[src/rtl/pushpop_sequencer.sv]
// pushpop_sequencer: walks a PUSH/POP register list one memory access per transfer, writing SP once at the end.
// Define PUSHPOP_EXTRA_EN to honour extra_i (LR on PUSH, PC on POP) as a final transfer slot.
module pushpop_sequencer #(
  parameter int NREGS      = 8,
  parameter int WORD_BYTES = 4
) (
  input  logic             clk_i,
  input  logic             rst_i,
  input  logic             start_i,
  input  logic             load_i,
  input  logic [NREGS-1:0] rlist_i,
  input  logic             extra_i,
  input  logic [15:0]      sp_i,
  input  logic             mem_ready_i,
  output logic             busy_o,
  output logic [15:0]      mem_addr_o,
  output logic             mem_load_o,
  output logic             mem_write_o,
  output logic [3:0]       reg_sel_o,
  output logic             rf_write_en_o,
  output logic             mem2reg_o,
  output logic             sp_write_en_o,
  output logic [15:0]      sp_o,
  output logic             done_o
);
`ifdef PUSHPOP_EXTRA_EN
  localparam int M = NREGS + 1;
`else
  localparam int M = NREGS;
`endif
  typedef enum logic [1:0] {IDLE, XFER, FINISH} state_t;
  state_t      state_q, state_d;
  logic [M-1:0] mask_q, mask_d, start_mask, mask_next;
  logic        load_q, load_d, nz_q, nz_d, ext;
  logic [15:0] addr_q, addr_d, sp_fin_q, sp_fin_d, step;
  logic [4:0]  n;
  logic [3:0]  idx;
`ifdef PUSHPOP_EXTRA_EN
  assign ext        = extra_i;
  assign start_mask = {extra_i, rlist_i};
`else
  logic unused_extra;
  assign unused_extra = extra_i;
  assign ext          = 1'b0;
  assign start_mask   = rlist_i;
`endif
  // The extra slot sits above the low registers, so lowest-set-bit order transfers it last.
  always_comb begin
    n = 5'(ext);
    for (int i = 0; i < NREGS; i++) n = n + 5'(rlist_i[i]);
    step = 16'(n) * 16'(WORD_BYTES);
    idx = '0;
    for (int i = M - 1; i >= 0; i--) if (mask_q[i]) idx = 4'(i);
    mask_next = mask_q & (mask_q - M'(1));
  end
  always_comb begin
    state_d  = state_q;
    mask_d   = mask_q;
    load_d   = load_q;
    nz_d     = nz_q;
    addr_d   = addr_q;
    sp_fin_d = sp_fin_q;
    if (state_q == IDLE && start_i) begin
      state_d  = (n == 5'd0) ? FINISH : XFER;
      mask_d   = start_mask;
      load_d   = load_i;
      nz_d     = n != 5'd0;
      addr_d   = load_i ? sp_i : sp_i - step;
      sp_fin_d = load_i ? sp_i + step : sp_i - step;
    end else if (state_q == XFER && mem_ready_i) begin
      mask_d  = mask_next;
      addr_d  = addr_q + 16'(WORD_BYTES);
      state_d = (mask_next == '0) ? FINISH : XFER;
    end else if (state_q == FINISH) begin
      state_d = IDLE;
    end
  end
  always_ff @(posedge clk_i or posedge rst_i) begin
    if (rst_i) begin
      state_q  <= IDLE;
      mask_q   <= '0;
      load_q   <= 1'b0;
      nz_q     <= 1'b0;
      addr_q   <= '0;
      sp_fin_q <= '0;
    end else begin
      state_q  <= state_d;
      mask_q   <= mask_d;
      load_q   <= load_d;
      nz_q     <= nz_d;
      addr_q   <= addr_d;
      sp_fin_q <= sp_fin_d;
    end
  end
  always_comb begin
    busy_o        = state_q != IDLE;
    mem_addr_o    = (state_q == XFER) ? addr_q : 16'h0000;
    mem_load_o    = state_q == XFER && load_q;
    mem_write_o   = state_q == XFER && !load_q;
    reg_sel_o     = (state_q != XFER) ? 4'd0 : (idx == 4'(NREGS)) ? (load_q ? 4'd15 : 4'd14) : idx;
    rf_write_en_o = mem_load_o && mem_ready_i;
    mem2reg_o     = rf_write_en_o;
    sp_write_en_o = state_q == FINISH && nz_q;
    sp_o          = sp_write_en_o ? sp_fin_q : 16'h0000;
    done_o        = state_q == FINISH;
  end
endmodule

[config.mk]
export PLATFORM = sky130hd
export DESIGN_NAME = pushpop_sequencer
export DESIGN_NICKNAME = d
export VERILOG_FILES = /design/src/rtl/pushpop_sequencer.sv
export SDC_FILE = /design/constraint.sdc
export NUM_CORES = 1
export LEC_CHECK = 0
export BUFFER_PORTS_ARGS = -buffer_cell sky130_fd_sc_hd__buf_2
export CAP_MARGIN = 20
export CORE_UTILIZATION = 35
export DETAILED_ROUTE_END_ITERATION = 7
export MAX_ROUTING_LAYER = met4
export SETUP_SLACK_MARGIN = 0.4
export SKIP_CTS_REPAIR_TIMING = 1
export SYNTH_ARGS = -nofsm -noshare
export SYNTH_HDL_FRONTEND = slang
export SYNTH_SLANG_ARGS = --single-unit
[constraint.sdc]
create_clock -name clk_i -period 5.61 [get_ports clk_i]
set_input_delay 0.561 -clock clk_i [delete_from_list [all_inputs] [get_ports clk_i]]
set_output_delay 0.561 -clock clk_i [all_outputs]
set_load 0.02 [all_outputs]
==> key figures, run 1 <==
Routing
  • DRC viols: 0
  • Routed via count: 3002
  • Routed Antenna Nets: 0
  • Drt total wl: 8411 um
  • Wire length per cell: 14.16 um
  • Initial DRC count: 166
  • TritonRoute pass-1 iters: 4
  • Via density: 5.054

Placed design
  • Final HPWL DP: 6473 um
  • Final GP Congestion: 0.8591
  • PortBufs: 70

Worst setup path
  • Critical Path Source Type: input port
  • Critical path class: input port to flip-flop
  • Req. time, crit path: 5800 ps
  • Worst r2r dst: addr_q[11]$_DFFE_PP0P_
  • Setup slack, reg-to-reg: 3330 ps
  • CP Max Fanout: 5
  • Reg2Reg Depth: 5
  • CP arrival: 4810 ps
  • Setup crit end kind: flip-flop
  • RR Startpoint: state_q[1]$_DFFE_PP0P_

STA
  • Final min period: 4627 ps
  • # setup viols final: 0
  • Max-slew violations: 0
  • Period utilization: 82.47%
  • F_max: 216.1 MHz
  • Slew margin rel.: 36.34%
  • Slew @ Worst Pin: 951.4 ps
  • Final Skew: 9.535 ps
  • Unrepaired setup endpoints after global routing: false
  • Setup TNS: 0 ps
  • Hold Vio Cnt, Final: 0

Synth
  • Synth Flop Type: dfrtp_1
  • Seq/Total Area, Yosys: 32.57%
  • Mapped cell area: 3381 um2
  • Syn nets: 459
  • Synthesized flop and latch total: 44
  • Yosys warns: 0
  • Post-synth top area share: 32.57%
  • Cells after synthesis: 409
  • Post-synth EDFFs: 0
  • Distinct cells, synth: 63
  • Synth area leaders: dfrtp_1 33%, nand2_1 6.0%, ha_1 5.2%
  • Synth async-reset ratio: 100.0%
  • Synth Area per Inst: 8.266 um2
  • Synth area leader: dfrtp_1

Clocking
  • CTS Root Cell: clkbuf_8
  • H-tree depth: 2
  • Number of buffers created by CTS: 5
  • Clock-pin slew on the worst setup and hold paths: 90 ps
  • CTS Sinks: 44
  • CTS tree: yes
  • Worst-skew pair later-pin latency: 300 ps
  • Longest Clk Path Bufs: 2

Floorplan
  • Num ports: 73
  • Area of the die: 10060 um2
  • Core area: 9284 um2
  • Row count: 35
  • Initial Util: 36.42%
  • Die span in x: 100.3 um
  • Die H: 100.3 um

Pwr
  • LEAKAGE: 1.910 nW
  • Worst VDD drop: 151.0 uV
  • Post-layout power: 1.824 mW
  • Pwr/cell area: 466.6 nW/um2

Global route
  • Overall routing resource usage: 18.10%
  • Initial antenna violation count: 0
  • Largest net degree at the start of global routing: 45
  • Number of global-route vias before repair: 2800
  • First-pass GRT wire length: 13940 um
  • Grt ovf: 0

Finish
  • Share of cells above drive strength 1: 19.14%
  • Ant diodes: 0
  • Layout net count: 514
  • Area Overhead vs Synth: 15.66%
  • Area occupied by registers: 1101 um2
  • # fillers: 958
  • Area of the multi-input gates: 2085 um2

Hold path
  • Worst Hold Class: input port to async pin

Status
  • Status: completed

Run
  • Maxcap violations: 0
[layout by cell type, fill, tap and decap left out, types with 5 or more instances in the layout]
cell	n
nand3_1	11
o21ai_0	9
dfrtp_1	44
ha_1	14
fa_1	6
nand2_1	54
nor3_1	7
nand4_1	7
inv_1	21
and3_1	20
xnor2_1	15
nor2_1	28
a21oi_1	19
and2_1	21
xor2_1	15
buf_2	70
o21ai_1	16
clkbuf_8	5
[critical path: stages]
cell	delay [ps]
buf_2	120
fa_1	520
inv_1	50
fa_1	450
fa_1	490
inv_1	40
ha_1	200
fa_1	420
xor2_1	270
inv_1	70
ha_1	240
o311a_1	430
or4_1	480
xnor2_1	180
mux2_1	290
[layout make-up]
type | count | area share [%]
clock inverters | 2 | 0.8960
flip-flops and latches | 44 | 28.16
clock buffers | 6 | 1.856
inverters | 22 | 2.112
well taps | 129 | 4.128
multi-input cells | 318 | 53.31
repair buffers | 73 | 9.536
[how the worst max path moves through the flow]
| stage | startpoint | to | slack [ps] |
|---|---|---|---|
| after CTS | rlist_i[0] | addr_q[11]$_DFFE_PP0P_ | 970 |
| after detailed placement | rlist_i[0] | addr_q[11]$_DFFE_PP0P_ | 650 |
| final | rlist_i[0] | addr_q[11]$_DFFE_PP0P_ | 980 |
| after global placement | rlist_i[0] | addr_q[11]$_DFFE_PP0P_ | 680 |
| after floorplan | rlist_i[0] | addr_q[11]$_DFFE_PP0P_ | 1070 |
| after global routing | rlist_i[0] | addr_q[11]$_DFFE_PP0P_ | 760 |
[power breakdown]
group | switching, mW | leakage, nW | total, mW | internal [mW]
combinational | 0.585 | 1.31 | 0.962 | 0.377
clock | 0.109 | 0.0552 | 0.241 | 0.132
sequential | 0.158 | 0.543 | 0.621 | 0.464
[flip-flops by register name, summed over array words and instances, names as in the netlist]
register  count
addr_q       16
load_q        1
mask_q        8
nz_q          1
sp_fin_q     16
state_q       2
[cells in the mapped netlist (all sizes together), types with 4 or more instances]
cell and count:
a211oi 4, a21oi 19, and2 21, and3 20, buf 9, clkbuf 16
dfrtp 44, fa 6, ha 14, inv 22, nand2 54, nand3 11
nand4 7, nor2 28, nor3 9, nor4 5, o21ai 25, o22ai 4
or3 4, xnor2 15, xor2 15
[metrics by stage]
stage	instances	hold slack (ps)	utilization, %	setup WS [ps]	instance area [um2]
global placement	586	450.1	40.96	678.3	3802
CTS	594	410.5	42.12	970.3	3910
global route	594	453.9	42.12	756.1	3910
detailed placement	586	453.9	40.96	652.3	3802
floorplan	409	437.6	-	1072	3381
finish	594	381.7	42.12	983.2	3910
[per-layer routing]
layer,share of wire (%),vias up,track usage [%]
li1,-,1535,-
met1,49,1393,25.57
met2,47,67,28.03
met3,3.4,7,1.253
met4,1.2,0,5.017
met5,0,-,-
[kinds of logic after synthesis]
kind of cell | Yosys count | synth area share [%]
flip-flops | 44 | 32.57
other | 1 | 0.1109
buffers and inverters | 47 | 5.773
multiplexers | 5 | 1.554
adder cells (fa/ha/maj) | 20 | 8.734
XOR/XNOR | 30 | 7.772
AND/OR/NAND/NOR | 175 | 26.83
AO/OA/AOI/OAI | 87 | 16.65
No activity file was read; power rests on OpenSTA's default activity.
==> inputs of run 2 (changes only) <==
- clock period: 5.61 -> 3.8 ns (I/O delays scaled with it)
==> run 2 against run 1 <==
Effect of this change: the flow now finishes with violations (setup timing); first-iteration DRC count decreased by 27%; critical endpoint unchanged; combinational power increased by 83%; sequential power increased by 49%.
==> key figures, run 2 (same netlist as run 1, synthesis figures left out) <==
Routing
  • Via density: 5.172 (was 5.054)
  • TritonRoute pass-1 iters: 4 (unchanged)
  • Drt total wl: 9617 um (was 8411 um)
  • Routed Antenna Nets: 0 (unchanged)
  • Routed via count: 3253 (was 3002)
  • Initial DRC count: 121 (was 166)
  • Wire length per cell: 15.29 um (was 14.16 um)
  • DRC viols: 0 (unchanged)

Hold path
  • Worst Hold Class: input port to async pin (unchanged)

Global route
  • Largest net degree at the start of global routing: 45 (unchanged)
  • GR Util met1: 27.62% (was 25.57%)
  • First-pass GRT wire length: 15300 um (was 13940 um)
  • M2 GR Usage: 31.09% (was 28.03%)
  • Grt ovf: 0 (unchanged)
  • GR peak layer: met2 (unchanged)
  • Overall routing resource usage: 19.76% (was 18.10%)
  • Initial antenna violation count: 0 (unchanged)
  • Number of global-route vias before repair: 2993 (was 2800)
  • GR Util met3: 1.671% (was 1.253%)

Worst setup path
  • Setup slack, reg-to-reg: 1560 ps (was 3330 ps)
  • Largest stage delay on the critical path: 530 ps (was 520 ps)
  • Worst r2r dst: addr_q[11]$_DFFE_PP0P_ (unchanged)
  • CP top delay family: adder cells (unchanged)
  • Buf+Inv Stages, Crit Path: 3 (was 4)
  • RR Startpoint: state_q[0]$_DFFE_PP0P_ (was state_q[1]$_DFFE_PP0P_)
  • Setup crit end kind: flip-flop (unchanged)
  • Worst path slowest cell: fa_1 (unchanged)
  • CP arrival: 4300 ps (was 4810 ps)
  • Crit-path cells: buf_6 -> fa_1 -> inv_1 -> fa_1 -> fa_1 -> inv_2 -> ha_4 -> fa_2 -> ha_4 -> nor2_4 -> o311a_1 -> or4_4 -> xnor2_2 -> mux2_4 (was buf_2 -> fa_1 -> inv_1 -> fa_1 -> fa_1 -> inv_1 -> ha_1 -> fa_1 -> xor2_1 -> inv_1 -> ha_1 -> o311a_1 -> or4_1 -> xnor2_1 -> mux2_1)
  • Critical Path Source Type: input port (unchanged)
  • Critical path class: input port to flip-flop (unchanged)
  • Reg2Reg Depth: 5 (unchanged)
  • Most used cell along the critical path: fa_1 (unchanged)
  • CP Max Fanout: 4 (was 5)
  • Req. time, crit path: 3990 ps (was 5800 ps)

Clocking
  • Number of buffers created by CTS: 5 (unchanged)
  • CTS tree: yes (unchanged)
  • CTS Root Cell: clkbuf_8 (unchanged)
  • H-tree depth: 2 (unchanged)
  • CTS Sinks: 44 (unchanged)
  • Clock-pin slew on the worst setup and hold paths: 80 ps (was 90 ps)
  • Worst-skew pair later-pin latency: 300 ps (about the same)
  • Longest Clk Path Bufs: 2 (unchanged)

Status
  • Failing checks: setup timing
  • Status: finished, violations left (was completed)

Finish
  • Layout net count: 549 (was 514)
  • Fin area: 4516 um2 (was 3910 um2)
  • Share of cells above drive strength 1: 34.60% (was 19.14%)
  • Ant diodes: 0 (unchanged)
  • Largest registers: addr_q (16), sp_fin_q (16), mask_q (8) (unchanged)
  • Most frequent cells in the layout: 69 x buf_2, 54 x nand2_1, 44 x dfrtp_1 (was 70 x buf_2, 54 x nand2_1, 44 x dfrtp_1)
  • Most common cell after layout, fill and taps aside: buf_2 (unchanged)
  • Cell Count, Final, Fillers Out: 629 (was 594)
  • Area Overhead vs Synth: 33.57% (was 15.66%)

Pwr
  • Post-layout power: 3.041 mW (was 1.824 mW)
  • LEAKAGE: 2.165 nW (was 1.910 nW)
  • Pwr/cell area: 673.4 nW/um2 (was 466.6 nW/um2)
  • Worst VDD drop: 235.6 uV (was 151.0 uV)

Floorplan
  • Die H: 100.3 um (unchanged)
  • Core area: 9284 um2 (unchanged)
  • Num ports: 73 (unchanged)
  • Row count: 35 (unchanged)
  • Initial Util: 36.42% (unchanged)
  • Area of the die: 10060 um2 (unchanged)
  • Die span in x: 100.3 um (unchanged)

Run
  • Maxcap violations: 0 (unchanged)

STA
  • F_max: 243.2 MHz
  • Hold Vio Cnt, Final: 0 (unchanged)
  • Slew margin rel.: 48.95% (was 36.34%)
  • Final min period: 4112 ps
  • Slew @ Worst Pin: 764.1 ps (was 951.4 ps)
  • Final Skew: 5.639 ps (was 9.535 ps)
  • # setup viols final: 19 (was 0)
  • Max-slew violations: 0 (unchanged)
  • Hold slack: 206.3 ps (was 381.7 ps)
  • Final WS setup: -311.6 ps (was 983.2 ps)
  • Unrepaired setup endpoints after global routing: true (was false)
  • Period utilization: 108.2%

Placed design
  • PortBufs: 70 (unchanged)
  • Final GP Congestion: 0.8747 (was 0.8591)
  • Cells after DPL: 616 (was 586)
  • DP Area: 4069 um2 (was 3802 um2)
  • Final HPWL DP: 6919 um (was 6473 um)
-- run 2: area by class of cell --
| class | count | area [um2] |
|---|---|---|
| Clock buffer | 6 | 72.57 |
| Clock inverter | 2 | 35.03 |
| Fill cell | 920 | 4768 |
| Inverter | 22 | 82.58 |
| Multi-Input combinational cell | 318 | 2402 |
| Sequential cell | 44 | 1101 |
| Tap cell | 129 | 161.4 |
| Timing Repair Buffer | 108 | 660.6 |
-- run 2: power breakdown --
group / internal (mW) / switching (mW) / total (mW) / leakage [nW]
registers: 0.684 / 0.238 / 0.923 / 0.543
logic: 0.761 / 0.996 / 1.76 / 1.57
clock network: 0.195 / 0.167 / 0.362 / 0.0552
total: 1.64 / 1.40 / 3.04 / 2.16
-- run 2: metrics by stage --
step	setup TNS (ps)	utilization (%)	worst slack [ps]
detailed placement	-12680	43.83	-675.5
floorplan	-3500	-	-451.5
CTS	-4804	44.99	-354.8
global route	-5050	48.64	-406.8
global placement	-11800	43.83	-633.7
finish	-2771	48.64	-311.6
-- run 2: worst max path at each step --
stage	startpoint	cells after the start	endpoint	slack (ps)
final	rlist_i[0]	14	addr_q[11]$_DFFE_PP0P_	-310
after global routing	rlist_i[0]	15	sp_fin_q[11]$_DFFE_PP0P_	-410
after CTS	rlist_i[0]	14	sp_fin_q[14]$_DFFE_PP0P_	-350
after detailed placement	rlist_i[0]	14	sp_fin_q[14]$_DFFE_PP0P_	-680
after global placement	rlist_i[0]	14	addr_q[11]$_DFFE_PP0P_	-630
after floorplan	rlist_i[0]	13	addr_q[11]$_DFFE_PP0P_	-450
-- run 2: worst register-to-register path, stage by stage, from the launching register on --
cell      delay (ps)
dfrtp_1          500
nand3b_1         380
nor4_1           660
nand3_1          170
xnor2_1          160
mux2_4           250
-- run 2: per-layer routing --
metal,routed length [um],vias to the layer above
li1,-,1606
met1,4497,1560
met2,4720,79
met3,301,8
met4,97,0
met5,0,-
==> inputs of run 3 (changes only) <==
- CAP_MARGIN: 20 -> unset
- REMOVE_ABC_BUFFERS: unset -> 1
==> run 3 against run 2 <==
Effect of this change: the flow still finishes with violations (setup timing); highest routed layer unchanged; combinational power rose by 2%; largest cell class unchanged; count of clock-buffer cells in the layout stayed put; via count is 0.34% lower.
==> key figures, run 3 (same netlist as run 1, synthesis figures left out) <==
STA
  • Period utilization: 109.9% (was 108.2%)
  • Max-slew violations: 0 (unchanged)
  • Hold Vio Cnt, Final: 0 (unchanged)
  • Unrepaired setup endpoints after global routing: true (unchanged)
  • Setup TNS: -3659 ps (was -2771 ps)
  • Hold slack: 209.0 ps (was 206.3 ps)
  • F_max: 239.5 MHz (was 243.2 MHz)
  • Final min period: 4176 ps (was 4112 ps)
  • Slew @ Worst Pin: 1028 ps (was 764.1 ps)
  • Final WS setup: -375.5 ps (was -311.6 ps)
  • Final Skew: 7.270 ps (was 5.639 ps)
  • # setup viols final: 23 (was 19)
  • Slew margin rel.: 31.19% (was 48.95%)

Finish
  • Most common cell after layout, fill and taps aside: buf_2 (unchanged)
  • Largest registers: addr_q (16), sp_fin_q (16), mask_q (8) (unchanged)
  • Share of cells above drive strength 1: 34.34% (was 34.60%)
  • Area occupied by registers: 1101 um2 (unchanged)
  • Most frequent cells in the layout: 68 x buf_2, 53 x nand2_1, 44 x dfrtp_1 (was 69 x buf_2, 54 x nand2_1, 44 x dfrtp_1)
  • Cell Count, Final, Fillers Out: 627 (was 629)
  • # fillers: 916 (was 920)
  • Area Overhead vs Synth: 35.83% (was 33.57%)
  • Layout net count: 547 (was 549)
  • Area of the multi-input gates: 2474 um2 (was 2402 um2)
  • Ant diodes: 0 (unchanged)

Global route
  • Overall routing resource usage: 19.73% (was 19.76%)
  • First-pass GRT wire length: 15190 um (was 15300 um)
  • Initial antenna violation count: 0 (unchanged)
  • Number of global-route vias before repair: 3039 (was 2993)
  • Grt ovf: 0 (unchanged)
  • Largest net degree at the start of global routing: 45 (unchanged)

Floorplan
  • Core area: 9284 um2 (unchanged)
  • Die H: 100.3 um (unchanged)
  • Row count: 35 (unchanged)
  • Die span in x: 100.3 um (unchanged)
  • Initial Util: 36.42% (unchanged)
  • Num ports: 73 (unchanged)
  • Area of the die: 10060 um2 (unchanged)

Routing
  • Routed via count: 3242 (was 3253)
  • Initial DRC count: 121 (unchanged)
  • DRC viols: 0 (unchanged)
  • TritonRoute pass-1 iters: 4 (unchanged)
  • Routed Antenna Nets: 0 (unchanged)
  • Via density: 5.171 (was 5.172)
  • Drt total wl: 9951 um (was 9617 um)
  • Wire length per cell: 15.87 um (was 15.29 um)

Clocking
  • CTS Root Cell: clkbuf_8 (unchanged)
  • H-tree depth: 2 (unchanged)
  • CTS tree: yes (unchanged)
  • Longest Clk Path Bufs: 2 (unchanged)
  • Clock-pin slew on the worst setup and hold paths: 100 ps (was 80 ps)
  • CTS Sinks: 44 (unchanged)
  • Number of buffers created by CTS: 5 (unchanged)
  • Worst-skew pair later-pin latency: 300 ps (about the same)

Worst setup path
  • Critical Path Source Type: input port (unchanged)
  • Setup crit end kind: flip-flop (unchanged)
  • Req. time, crit path: 4000 ps (was 3990 ps)
  • Critical Path End: addr_q[11]$_DFFE_PP0P_ (unchanged)
  • CP arrival: 4370 ps (was 4300 ps)
  • CP Max Fanout: 3 (was 4)
  • Critical path class: input port to flip-flop (unchanged)
  • Setup slack, reg-to-reg: 1500 ps (was 1560 ps)
  • Worst r2r dst: addr_q[11]$_DFFE_PP0P_ (unchanged)
  • Reg2Reg Depth: 5 (unchanged)
  • RR Startpoint: state_q[1]$_DFFE_PP0P_ (was state_q[0]$_DFFE_PP0P_)
  • Crit path launch: rlist_i[0] (unchanged)

Pwr
  • Pwr/cell area: 674.4 nW/um2 (was 673.4 nW/um2)
  • LEAKAGE: 2.177 nW (was 2.165 nW)
  • Worst VDD drop: 259.6 uV (was 235.6 uV)
  • Post-layout power: 3.097 mW (was 3.041 mW)

Placed design
  • PortBufs: 70 (unchanged)
  • Worst slack, placed: -873.0 ps (was -675.5 ps)
  • Final GP Congestion: 0.8525 (was 0.8747)
  • Final HPWL DP: 6818 um (was 6919 um)
  • Cells after DPL: 617 (was 616)

Run
  • Maxcap violations: 0 (unchanged)

Hold path
  • Worst Hold Class: input port to async pin (unchanged)

Status
  • Failing checks: setup timing (unchanged)
  • Status: finished, violations left (unchanged)
==> run 3: cell count changes in the layout (fill, tap and decap cells not counted), sizes merged <==
cell and change:
buf -2
==> run 3: critical path: stages <==
cell	delay (ps)
buf_8	100
fa_1	550
inv_1	50
fa_1	450
fa_1	510
inv_2	50
ha_4	160
fa_2	410
xor2_4	220
inv_2	70
ha_4	170
nand2b_1	220
o311a_4	180
or4_4	440
xnor2_1	140
mux2_1	280
==> run 3: metrics by stage <==
step	cell area, um2	utilization (%)
floorplan	3268	-
global placement	4035	43.46
detailed placement	4035	43.46
CTS	4143	44.62
global route	4592	49.46
finish	4592	49.46
==> run 3: power by group <==
group / switching (mW) / total (mW) / internal (mW)
Combinational: 1.03 / 1.80 / 0.762
Clock: 0.179 / 0.375 / 0.196
Sequential: 0.241 / 0.925 / 0.683
==> run 3: cell type report <==
cell class / count / area share, %
Multi-Input combinational cell: 318 / 53.87
Clock inverter: 2 / 0.7629
Sequential cell: 44 / 23.98
Clock buffer: 6 / 1.580
Inverter: 22 / 1.853
Tap cell: 129 / 3.515
Timing Repair Buffer: 106 / 14.44
==> run 3: how the worst min path moves through the flow <==
| stage | depth (start not counted) | startpoint | endpoint |
|---|---|---|---|
| after CTS | 3 | rst_i | sp_fin_q[15]$_DFFE_PP0P_ |
| final | 3 | rst_i | sp_fin_q[13]$_DFFE_PP0P_ |
| after global placement | 2 | sp_fin_q[1]$_DFFE_PP0P_ | sp_fin_q[1]$_DFFE_PP0P_ |
| after floorplan | 2 | addr_q[0]$_DFFE_PP0P_ | addr_q[0]$_DFFE_PP0P_ |
| after global routing | 3 | rst_i | addr_q[9]$_DFFE_PP0P_ |
| after detailed placement | 2 | addr_q[1]$_DFFE_PP0P_ | addr_q[1]$_DFFE_PP0P_ |
==> run 3: metal layers <==
metal | vias to the layer above | global-route usage, % | part of all wire (%)
li1 | 1597 | - | -
met1 | 1572 | 27.02 | 47
met2 | 59 | 31.14 | 49
met3 | 14 | 2.159 | 2.6
met4 | 0 | 5.128 | 1.4
met5 | - | - | 0
